==> src/rtl/imem_loader_pkg.sv <==
// Shared types and constants for the boot-time instruction memory loader.
// Latency: n/a (declarations only).
// Backpressure: n/a.
package imem_loader_pkg;

  typedef enum logic [2:0] {
    IDLE   = 3'd0,
    LEN_LO = 3'd1,
    LEN_HI = 3'd2,
    DATA   = 3'd3,
    CSUM   = 3'd4,
    DONE   = 3'd5,
    ERROR  = 3'd6
  } loader_state_t;

  localparam int BYTES_PER_WORD = 4;
  localparam int LEN_BYTES      = 2;

endpackage

==> src/rtl/imem_loader.sv <==
// Boot loader: packs a length-prefixed, XOR-checked byte stream into imem writes.
// Latency: write strobe/addr/data registered one cycle after the 4th byte of a word.
// Backpressure: none inside a load; byte_ready is low only outside LEN_LO..CSUM.
module imem_loader
  import imem_loader_pkg::*;
#(
  parameter int DEPTH  = 256,
  parameter int ADDR_W = $clog2(DEPTH)
) (
  input  logic              clk,
  input  logic              rst,
  input  logic              start,
  input  logic              byte_valid,
  input  logic [7:0]        byte_data,
  output logic              byte_ready,
  output logic              wr_en,
  output logic [31:0]       wr_addr,
  output logic [31:0]       wr_data,
  output logic [ADDR_W:0]   word_count,
  output logic              busy,
  output logic              done,
  output logic              error,
  output logic              cpu_hold
);

  localparam logic [1:0] LAST_LANE = 2'(BYTES_PER_WORD - 1);
  localparam int         LEN_BITS  = 8 * LEN_BYTES;
  localparam logic [ADDR_W:0] ONE  = {{ADDR_W{1'b0}}, 1'b1};

  loader_state_t        state_q, state_d;
  logic [7:0]           len_lo_q, len_lo_d;
  logic [ADDR_W:0]      len_q, len_d;
  logic [ADDR_W:0]      cnt_q, cnt_d;
  logic [1:0]           lane_q, lane_d;
  logic [23:0]          shift_q, shift_d;
  logic [7:0]           xor_q, xor_d;
  logic                 wr_en_q, wr_en_d;
  logic [31:0]          wr_addr_q, wr_addr_d;
  logic [31:0]          wr_data_q, wr_data_d;

  logic                 xfer;
  logic [LEN_BITS-1:0]  n_rx;
  logic [ADDR_W:0]      cnt_inc;

  assign byte_ready = (state_q == LEN_LO) || (state_q == LEN_HI) ||
                      (state_q == DATA)   || (state_q == CSUM);
  assign xfer       = byte_valid & byte_ready;
  assign n_rx       = {byte_data, len_lo_q};
  assign cnt_inc    = cnt_q + ONE;

  // Next-state: FSM sequencing, length check, byte packing and running XOR.
  always_comb begin
    state_d   = state_q;
    len_lo_d  = len_lo_q;
    len_d     = len_q;
    cnt_d     = cnt_q;
    lane_d    = lane_q;
    shift_d   = shift_q;
    xor_d     = xor_q;
    wr_en_d   = 1'b0;
    wr_addr_d = wr_addr_q;
    wr_data_d = wr_data_q;
    case (state_q)
      IDLE, DONE, ERROR: begin
        if (start) begin
          state_d = LEN_LO;
          cnt_d   = '0;
          xor_d   = '0;
          lane_d  = '0;
        end
      end
      LEN_LO: begin
        if (xfer) begin
          len_lo_d = byte_data;
          state_d  = LEN_HI;
        end
      end
      LEN_HI: begin
        if (xfer) begin
          if ((n_rx == '0) || ({1'b0, n_rx} > 17'(DEPTH))) begin
            state_d = ERROR;
          end else begin
            len_d   = n_rx[ADDR_W:0];
            state_d = DATA;
          end
        end
      end
      DATA: begin
        if (xfer) begin
          xor_d  = xor_q ^ byte_data;
          lane_d = lane_q + 2'd1;
          if (lane_q == LAST_LANE) begin
            // Word complete: the index is below N <= DEPTH, so it fits ADDR_W bits.
            wr_en_d   = 1'b1;
            wr_addr_d = 32'({cnt_q[ADDR_W-1:0], 2'b00});
            wr_data_d = {byte_data, shift_q};
            cnt_d     = cnt_inc;
            if (cnt_inc == len_q) state_d = CSUM;
          end else begin
            case (lane_q)
              2'd0:    shift_d[7:0]   = byte_data;
              2'd1:    shift_d[15:8]  = byte_data;
              default: shift_d[23:16] = byte_data;
            endcase
          end
        end
      end
      CSUM: begin
        if (xfer) state_d = (byte_data == xor_q) ? DONE : ERROR;
      end
      default: state_d = IDLE;
    endcase
  end

  // State registers; reset also kills a write strobe due on the same edge.
  always_ff @(posedge clk) begin
    if (rst) begin
      state_q   <= IDLE;
      len_lo_q  <= '0;
      len_q     <= '0;
      cnt_q     <= '0;
      lane_q    <= '0;
      shift_q   <= '0;
      xor_q     <= '0;
      wr_en_q   <= 1'b0;
      wr_addr_q <= '0;
      wr_data_q <= '0;
    end else begin
      state_q   <= state_d;
      len_lo_q  <= len_lo_d;
      len_q     <= len_d;
      cnt_q     <= cnt_d;
      lane_q    <= lane_d;
      shift_q   <= shift_d;
      xor_q     <= xor_d;
      wr_en_q   <= wr_en_d;
      wr_addr_q <= wr_addr_d;
      wr_data_q <= wr_data_d;
    end
  end

  assign wr_en      = wr_en_q;
  assign wr_addr    = wr_addr_q;
  assign wr_data    = wr_data_q;
  assign word_count = cnt_q;
  assign busy       = byte_ready;
  assign done       = (state_q == DONE);
  assign error      = (state_q == ERROR);
  assign cpu_hold   = ~done;

endmodule

==> config.mk <==
export PLATFORM = sky130hd
export DESIGN_NAME = imem_loader
export DESIGN_NICKNAME = d
export VERILOG_FILES = /design/src/rtl/imem_loader_pkg.sv /design/src/rtl/imem_loader.sv
export SDC_FILE = /design/constraint.sdc
export NUM_CORES = 1
export LEC_CHECK = 0
export CORE_ASPECT_RATIO = 0.8
export CORE_UTILIZATION = 45
export CTS_CLUSTER_DIAMETER = 60
export DETAILED_ROUTE_END_ITERATION = 7
export PLACE_DENSITY_LB_ADDON = 0.25
export SLEW_MARGIN = 15
export SYNTH_ARGS = -nofsm -noshare
export SYNTH_HDL_FRONTEND = slang
export SYNTH_SLANG_ARGS = --single-unit
==> constraint.sdc <==
create_clock -name clk -period 2.4 [get_ports clk]
set_clock_uncertainty 0.2 [all_clocks]
set_input_delay 0.72 -clock clk [delete_from_list [all_inputs] [get_ports clk]]
set_output_delay 0.72 -clock clk [all_outputs]
set_load 0.005 [all_outputs]
==> results.md, run 1 <==
* Endpoints failing setup at 0
* DR WL/cell at 14.4 µm
* Final hold vios at 0
* Ys async rst share at 0%
* Number of synthesized register bits at 104
* Dominant cell type by area after synthesis: dfxtp_1
* Synthesized area at 4770 µm²
* Hold Path End: wr_data[23]
* Clock slew seen by the registers of the worst setup and hold paths at 70 ps
* Largest net degree at the start of global routing at 105
* TritonCTS Buffers at 9
* Ports at 91
* Sequential share of the synthesized area at 43.6%
* Core Box Area at 10300 µm²
* Worst slew pin tran at 614 ps
* HP Start: shift_q[23]
* Diodes inserted at 0
* Most common cell after layout, fill and taps aside: nand2_1
* Critical Path Most Common Cell: buf_4
* Worst Path Buf+Inv at 3
* Syn Area/Cell at 8.19 µm²
* Met3 Wirelength at 734 µm
* Worst-Skew Late Latency at 340 ps
* Initial antenna violation count at 0
* Max-cap viol count at 0
* Met2 wire length at 5310 µm
* Worst hold path type: reg -> reg
* Drt first-iter violations at 252
* Total number of vias at 4114
* Pre-CTS setup slack at -610 ps
* Drt pass-1 iters at 5
* Distinct cells, synth at 53
* Sink Count at 104
* Power density over the cells at 658 nW/µm²
* CP Max Fanout at 5
* Startpoint types: input pin
* WS Path Type: in -> reg
* Total wire length at 11500 µm
* Leak at 2.19 nW
* Period utilization at 98.5%
* Hold depth at 2
* RePlAce Congestion at 0.807
* GRT overflow at 0
* Initial Utilization at 46.4%
* Crit path cell chain: clkdlybuf4s50_1, buf_4, nand2_1, buf_4, or4_1, a21oi_1
* Num rows at 33
* Post-Syn Instances at 583
* Top-area cell type share of the netlist area at 43.6%
* GRT Resource Usage Total at 22.0%
* Critical R2R Launch: word_count[1]
* Root buffer cell: clkbuf_16
* Vias in the first global route at 3794
* ANT nets after route at 0
* Worst path slowest cell: clkdlybuf4s50_1
* Critical path arrival at 2430 ps
* Area grow syn2layout at 26.8%
* WP data required at 2470 ps
* Full die area at 11000 µm²
* Reg2Reg Setup Slack at 90 ps
* Status: completed
* TritonCTS clock tree: yes
* Top FF cell, synth: dfxtp_1
* CTS max path bufs at 2
* Cell depth of the worst flop-to-flop path at 7
* DR top layer: met4
* Minimum period implied by the final worst setup slack at 2360 ps
* Post-detail-place hpwl at 7900 µm
* Hold_ws at 253 ps
* Worst setup EP type: register
* Worst setup margin at 37.2 ps
* Worst slew margin at 58.9%
* CP top delay family: buffers and inverters
* H-tree levels at 3
* Fmax at 423 MHz
* Nets at 672
* EDFF count, synth at 0
* Most frequent cells in the layout: nand2_1 (102), dfxtp_1 (99), a21oi_1 (74)
* Routed vias/inst at 5.16
* Fillers at 933
* Share of post-route cells with drive strength above 1 at 13.4%
* DRC errors left at 0
* IO Port Bufs at 66
* First-pass GRT wire length at 18600 µm
* Yosys warnings at 0
* Max stage delay on crit path at 570 ps
* Die H at 94.1 µm
* Crit Reg-Reg Endpoint: state_q[0]
* Synth area leaders: dfxtp_1 (44%), nand2_1 (8.1%), a21oi_1 (7.8%), mux2i_1 (6.9%), nor2_1 (4.5%)
* VDD IR-drop max at 0.000435 V
* Die Wd at 117 µm
* Final Max Tran Viols at 0
* Wl on met1 at 5330 µm
-- how the worst max path moves through the flow --
stage                        startpoint             to  slack (ps)  depth (start not counted)
after floorplan            byte_data[1]       len_q[8]          50                          8
after global placement     byte_data[1]       len_q[0]        -520                          9
after detailed placement   byte_data[1]       len_q[7]        -610                          9
after CTS                    state_q[0]          error           2                          3
after global routing      word_count[1]     state_q[0]         -10                          7
final                        byte_valid  word_count[8]          40                          6
-- layout make-up --
class	count	area [µm²]	area share [%]
clock inverters	3	18.8	0.310
clock buffers	11	253	4.18
well taps	140	175	2.89
flip-flops and latches	104	2090	34.6
inverters	7	28.8	0.476
repair buffers	111	1060	17.6
multi-input cells	422	2420	40.0
-- logic make-up (layout without fill, tap and decap cells) --
kind of cell	after synthesis	in the layout	synth area share [%]
DFF	104	104	43.6
muxes	35	35	7.39
buffers and inverters	81	132	9.15
AOI/OAI and AO/OA	114	114	13.1
adders and majority gates	5	5	1.31
and+or+nand+nor	222	223	21.5
other	1	24	0.0786
xor gates and xnor gates	21	21	3.85
-- registers in the layout, summed over array words and instances (netlist names) --
register	count
wr_en	1
shift_q	24
xor_q	8
state_q	3
lane_q	2
wr_addr	8
word_count	9
len_q	9
len_lo_q	8
wr_data	32
-- through the flow --
stage	cell area [µm²]	setup TNS, ps	cells	power [W]	util (%)
finish	6050	0	798	0.00398	58.9
global route	6050	-21.6	798	0.00419	58.9
CTS	5970	0	796	0.00398	58.1
detailed placement	5670	-18290	781	0.00262	55.1
global placement	5670	-16010	781	0.00261	55.1
floorplan	4860	0	606	0.00238	-
-- where the power goes --
group	switching, W	leakage, nW	internal [W]
Sequential	0.0000492	0.841	0.00178
Combinational	0.000439	1.21	0.000354
Clock	0.000612	0.137	0.000747
-- synth_stat cells, types with 4 or more instances --
cell type and n:
xnor2_1 17, nand3b_1 9, inv_1 7, nor2_1 57, clkbuf_1 31, nor3_1 4
o21ai_0 21, and3_1 4, buf_2 13, nand3_1 12, buf_4 27, or4_1 5
mux2i_1 33, nand2_1 103, dfxtp_1 104, a21oi_1 74, xor2_1 4, ha_1 5
-- metal layers --
layer,vias up,track usage [%]
met3,6,5.48
met4,0,4.85
met1,1947,29.8
met5,-,0
met2,113,34.9
li1,2048,-
-- tightest hold or removal path, delay by kind of cell, from the launching register on --
family	cells	cell delay, ps
AOI/OAI and AO/OA	1	50
DFF	1	310
and+or+nand+nor	1	50
-- timing repair --
action | CTS | global route
pin swaps | 3 | 5
hold buffers | 0 | 0
buffers inserted | 2 | 2
endpoints found under the hold margin | 0 | 0
cloned | 1 | 0
gates resized for setup | 19 | 18
setup endpoints to repair | 16 | 26
(Power assumes the default switching activity.)
==> run 2: changes to the inputs <==
--- a/config.mk
+++ b/config.mk
@@ -9,6 +9,7 @@
 export CORE_UTILIZATION = 45
 export CTS_CLUSTER_DIAMETER = 60
 export DETAILED_ROUTE_END_ITERATION = 7
+export GPL_TIMING_DRIVEN = 0
 export PLACE_DENSITY_LB_ADDON = 0.25
 export SLEW_MARGIN = 15
 export SYNTH_ARGS = -nofsm -noshare
==> run 2 against run 1 <==
Via count is 6.1% higher. Sequential cell count is the same. First-iteration DRC count up 35%. Routed wire length rose by 7.0%. Register-to-register slack is essentially flat. Core utilization increased by 1.0 points. Sequential power about the same. Clock power is 9.6% higher. Maximum frequency is essentially flat. Critical path type is now reg -> out. Critical endpoint is now byte_ready. Largest power group unchanged.
==> results.md, run 2 (synthesis results as in run 1) <==
* Most common cell after layout, fill and taps aside: nand2_1
* GRT Resource Usage Total at 23.0%
* Largest net degree at the start of global routing at 16
* Drt first-iter violations at 341
* Sink Count at 104
* Power density over the cells at 691 nW/µm²
* Minimum period implied by the final worst setup slack at 2360 ps
* Endpoints failing setup at 0
* H-tree levels at 3
* Leak at 2.23 nW
* TritonCTS clock tree: yes
* Num rows at 33
* Worst setup EP type: output port
* Final Power at 0.00425 W
* Worst hold path type: reg -> reg
* Design Area, Final at 6160 µm²
* Die Wd at 117 µm
* Hold_ws at 253 ps
* Clock slew seen by the registers of the worst setup and hold paths at 70 ps
* Post-detail-place hpwl at 8610 µm
* GRT overflow at 0
* Final hold vios at 0
* Ports at 91
* WP data required at 1480 ps
* Final Max Tran Viols at 0
* Initial Utilization at 46.4%
* Status: completed
* Diodes inserted at 0
* WS Path Type: reg -> out
* Worst-Skew Late Latency at 340 ps
* Post-layout util at 59.9%
* Share of post-route cells with drive strength above 1 at 14.1%
* Most frequent cells in the layout: nand2_1 (102), dfxtp_1 (98), a21oi_1 (74)
* DR WL/cell at 14.7 µm
* IO Port Bufs at 58
* Placement Cell Area at 5620 µm²
* Number of flip-flops in the largest register at 32
* Nets at 706
* Initial antenna violation count at 0
* DRC errors left at 0
* Total number of vias at 4366
* Root buffer cell: clkbuf_16
* CTS max path bufs at 2
* First-pass GRT wire length at 19400 µm
* Worst slew pin tran at 624 ps
* TritonCTS Buffers at 9
* Area grow syn2layout at 29.0%
* Die H at 94.1 µm
* Fmax at 424 MHz
* Period utilization at 98.4%
* Max-cap viol count at 0
* Worst slew margin at 58.4%
* Critical path arrival at 1440 ps
* Core Box Area at 10300 µm²
* Total wire length at 12300 µm
* VDD IR-drop max at 0.000436 V
* Routed vias/inst at 5.24
* ANT nets after route at 0
* Startpoint types: register
* Vias in the first global route at 4020
* Drt pass-1 iters at 5
* CP Max Fanout at 4
* RePlAce Congestion at 0.824
* Full die area at 11000 µm²
[run 2: cell count changes in the layout (fill, tap and decap cells not counted), sizes merged]
cell / before / now
and3: 5 / 4
buf: 46 / 55
bufinv: 0 / 1
clkbuf: 11 / 46
clkdlybuf4s50: 55 / 51
clkinv: 3 / 1
clkinvlp: 0 / 1
dlygate4sd2: 5 / 6
dlymetal6s2s: 5 / 1
inv: 7 / 6
[run 2: final cells by class]
type	instances	area (µm²)
fill	947	4120
clock inverter	2	38.8
tap	140	175
sequential	104	2090
inverter	7	30.0
multi-input combinational	421	2390
timing repair buffer	72	681
clock buffer	13	260
buffer	74	490
[run 2: per-layer routing]
metal  share of wire [%]  GRT usage, %  vias up
li1                    -             -     2124
met1                  45          31.3     2067
met2                  47          36.6      166
met3                 6.5          4.32        9
met4                0.74          7.07        0
met5                   0             0        -
[run 2: stage by stage]
stage | TNS (ps) | std cells | worst slack (ps)
2_1_floorplan | 0 | 606 | 52.6
3_3_place_gp | -34550 | 804 | -530
3_5_place_dp | -38140 | 804 | -539
4_1_cts | 0 | 829 | 0.129
5_1_grt | -48.2 | 833 | -21.1
6_report | 0 | 833 | 39.3
[run 2: timing repair]
action	CTS	global route
hold buffers	0	0
gates resized for setup	29	34
pin swaps	1	0
endpoints found under the setup margin	76	60
buffers inserted	11	4
[run 2: power breakdown]
part	total, W	switching (W)	leakage, nW	internal (W)
registers	0.00181	0.0000351	0.842	0.00178
logic	0.000952	0.000511	1.25	0.000441
clock network	0.00149	0.000624	0.146	0.000863
total	0.00425	0.00117	2.23	0.00308
[run 2: path summary, 6_finish.rpt]
kind                     from  depth (start not counted)  slack, ps          to
hold reg to reg    wr_addr[7]                          2        250  wr_addr[7]
setup reg to reg  len_lo_q[0]                          7         80    len_q[3]
setup / recovery   state_q[2]                          5         40  byte_ready
hold / removal     wr_addr[7]                          2        250  wr_addr[7]
[run 2: worst max-delay path, stage by stage (launching register included)]
cell,delay (ps)
dfxtp_2,330
clkbuf_8,140
buf_4,140
xnor2_2,120
buf_4,120
dlygate4sd2_1,250
==> run 3: changes to the inputs <==
--- a/config.mk
+++ b/config.mk
@@ -6,11 +6,14 @@
 export NUM_CORES = 1
 export LEC_CHECK = 0
 export CORE_ASPECT_RATIO = 0.8
+export CORE_MARGIN = 5
 export CORE_UTILIZATION = 45
 export CTS_CLUSTER_DIAMETER = 60
 export DETAILED_ROUTE_END_ITERATION = 7
 export GPL_TIMING_DRIVEN = 0
 export PLACE_DENSITY_LB_ADDON = 0.25
+export REMOVE_ABC_BUFFERS = 1
+export SETUP_SLACK_MARGIN = 0.1
 export SLEW_MARGIN = 15
 export SYNTH_ARGS = -nofsm -noshare
 export SYNTH_HDL_FRONTEND = slang
==> run 3 against run 2 <==
Die area up 16%. Register-to-register slack better by 50 ps. First-iteration DRC count down 28%. Cell area down 4.7%. Critical path depth up 1. Global-route usage down 4.8 points. Setup slack better by 92 ps. Combinational power down 13%. Sequential power about the same. Sequential share of layout area up 2.0 points. Clock power down 5%. Critical endpoint is now state_q[0].
==> results.md, run 3 (synthesis results as in run 1) <==
* GRT Resource Usage Total at 18.1%
* Sum Neg Setup Slack at 0 ps
* Num rows at 33
* Design Area, Final at 5870 µm²
* Clock slew seen by the registers of the worst setup and hold paths at 70 ps
* Sequential Power Share at 44.9%
* Hold_ws at 251 ps
* Initial antenna violation count at 0
* Vias in the first global route at 3853
* Minimum period implied by the final worst setup slack at 2270 ps
* H-tree levels at 3
* Reg2Reg Setup Slack at 130 ps
* Cell depth of the worst flop-to-flop path at 6
* Clock Power Share at 34.7%
* Number of flip-flops in the largest register at 32
* Placement Cell Area at 5370 µm²
* Largest net degree at the start of global routing at 54
* ANT nets after route at 0
* Hold Path End: wr_data[21]
* P_int at 0.00289 W
* CP Max Fanout at 11
* RePlAce Congestion at 0.824
* Switch share at 29.0%
* Sequential cell area at 2110 µm²
* RSZ-0062 raised after global routing: yes
* DR WL/cell at 14.8 µm
* TritonCTS clock tree: yes
* First-pass GRT wire length at 19100 µm
* Sink Count at 104
* CTS max path bufs at 2
* Period utilization at 94.5%
* Final hold vios at 0
* IO Port Bufs at 66
* Crit path cell chain: ha_4, nor4b_1, a31oi_1, or4_4, o21a_1, o31a_1
* Core Box Area at 10300 µm²
* Max stage delay on crit path at 450 ps
* Full die area at 12800 µm²
* Area occupied by multi-input gates at 2460 µm²
* GRT overflow at 0
* Endpoints failing setup at 0
* Worst-Skew Late Latency at 340 ps
* WP data required at 2430 ps
* TritonCTS Buffers at 9
* Status: completed
* Critical path arrival at 2300 ps
* Hold depth at 2
* HP Start: shift_q[21]
* Total wire length at 11500 µm
* Max-cap viol count at 0
* Die H at 102 µm
* DRC errors left at 0
* Final Max Tran Viols at 0
* Switching pwr at 0.00118 W
* Most common cell after layout, fill and taps aside: nand2_1
* Most frequent cells in the layout: nand2_1 (100), dfxtp_1 (93), a21oi_1 (74)
* Post-route insts no fill at 776
* Total number of vias at 4093
* Share of post-route cells with drive strength above 1 at 14.2%
* Worst Path Buf+Inv at 0
* CP top delay family: simple AND/OR/NAND/NOR gates
* Critical R2R Launch: word_count[1]
* Drt first-iter violations at 244
* Fmax at 441 MHz
* Post-detail-place hpwl at 7390 µm
* Ports at 91
* Power density over the cells at 693 nW/µm²
* Worst slew pin tran at 616 ps
* Worst setup EP type: register
* VDD IR-drop max at 0.000534 V
* Die Wd at 125 µm
* Leak at 2.01 nW
* Nets at 648
* Worst slew margin at 58.8%
* Area grow syn2layout at 23.0%
* Startpoint types: register
* Drt pass-1 iters at 5
* Worst path slowest cell: or4_4
* Worst hold path type: reg -> reg
* Diodes inserted at 0
* Root buffer cell: clkbuf_16
* Routed vias/inst at 5.27
* Logic gate share of total power at 20.4%
* Initial Utilization at 46.2%
* WS Path Type: reg -> reg
* Inst Count DP at 743
* Fillers at 951
* Crit Reg-Reg Endpoint: state_q[0]
run 3: layout make-up:
type                       count  share of cell area, %
clock buffer                  11                   4.30
clock inverter                 5                  0.661
inverter                       7                  0.533
multi-input combinational    422                   41.9
sequential                   104                   36.0
tap                          140                   2.98
timing repair buffer          87                   13.7
run 3: layer usage:
layer	share of wire [%]	global-route usage, %	vias to the layer above	wire length, µm
met3	7.6	5.22	11	873
li1	-	-	2012	-
met2	46	28.9	133	5260
met1	46	24.3	1937	5280
met4	0.85	5.25	0	98
met5	0	0	-	0
run 3: power by group through the flow:
stage	clock network [W]	logic (W)	registers, W
2_1_floorplan	0	0.000391	0.00187
3_3_place_gp	0	0.000598	0.00189
3_5_place_dp	0	0.000626	0.00189
4_1_cts	0.00146	0.000734	0.00183
5_1_grt	0.00155	0.000893	0.00183
6_report	0.00141	0.000830	0.00183
run 3: repair_timing:
item | 4_1_cts | 5_1_grt
pin swaps | 5 | 6
endpoints found under the hold margin | 0 | 0
resized for setup | 48 | 35
hold buffers | 0 | 0
cloned | 0 | 1
setup endpoints to repair | 95 | 26
buffers inserted | 10 | 6
run 3: worst max-delay path by stage:
stage,start,endpoint,slack [ps],cells past startpoint
detailed placement,byte_data[2],len_q[1],-920,7
floorplan,state_q[0],word_count[3],-460,6
global placement,rst,state_q[2],-2260,3
CTS,byte_data[2],len_q[1],-0.3,7
global route,len_lo_q[0],len_q[1],40,6
finish,word_count[1],state_q[0],130,6
run 3: worst register-to-register path: stages, from the launching register on:
cell and delay (ps):
dfxtp_4 420, ha_4 230, nor4b_1 290, a31oi_1 80
or4_4 450, o21a_1 210, o31a_1 270
run 3: through the flow:
step	setup WS, ps	power [W]	util, %
6_report	132	0.00407	56.9
5_1_grt	44.2	0.00427	56.9
4_1_cts	-0.275	0.00403	56.3
3_5_place_dp	-922	0.00252	52.0
3_3_place_gp	-2260	0.00249	51.2
2_1_floorplan	-465	0.00226	-
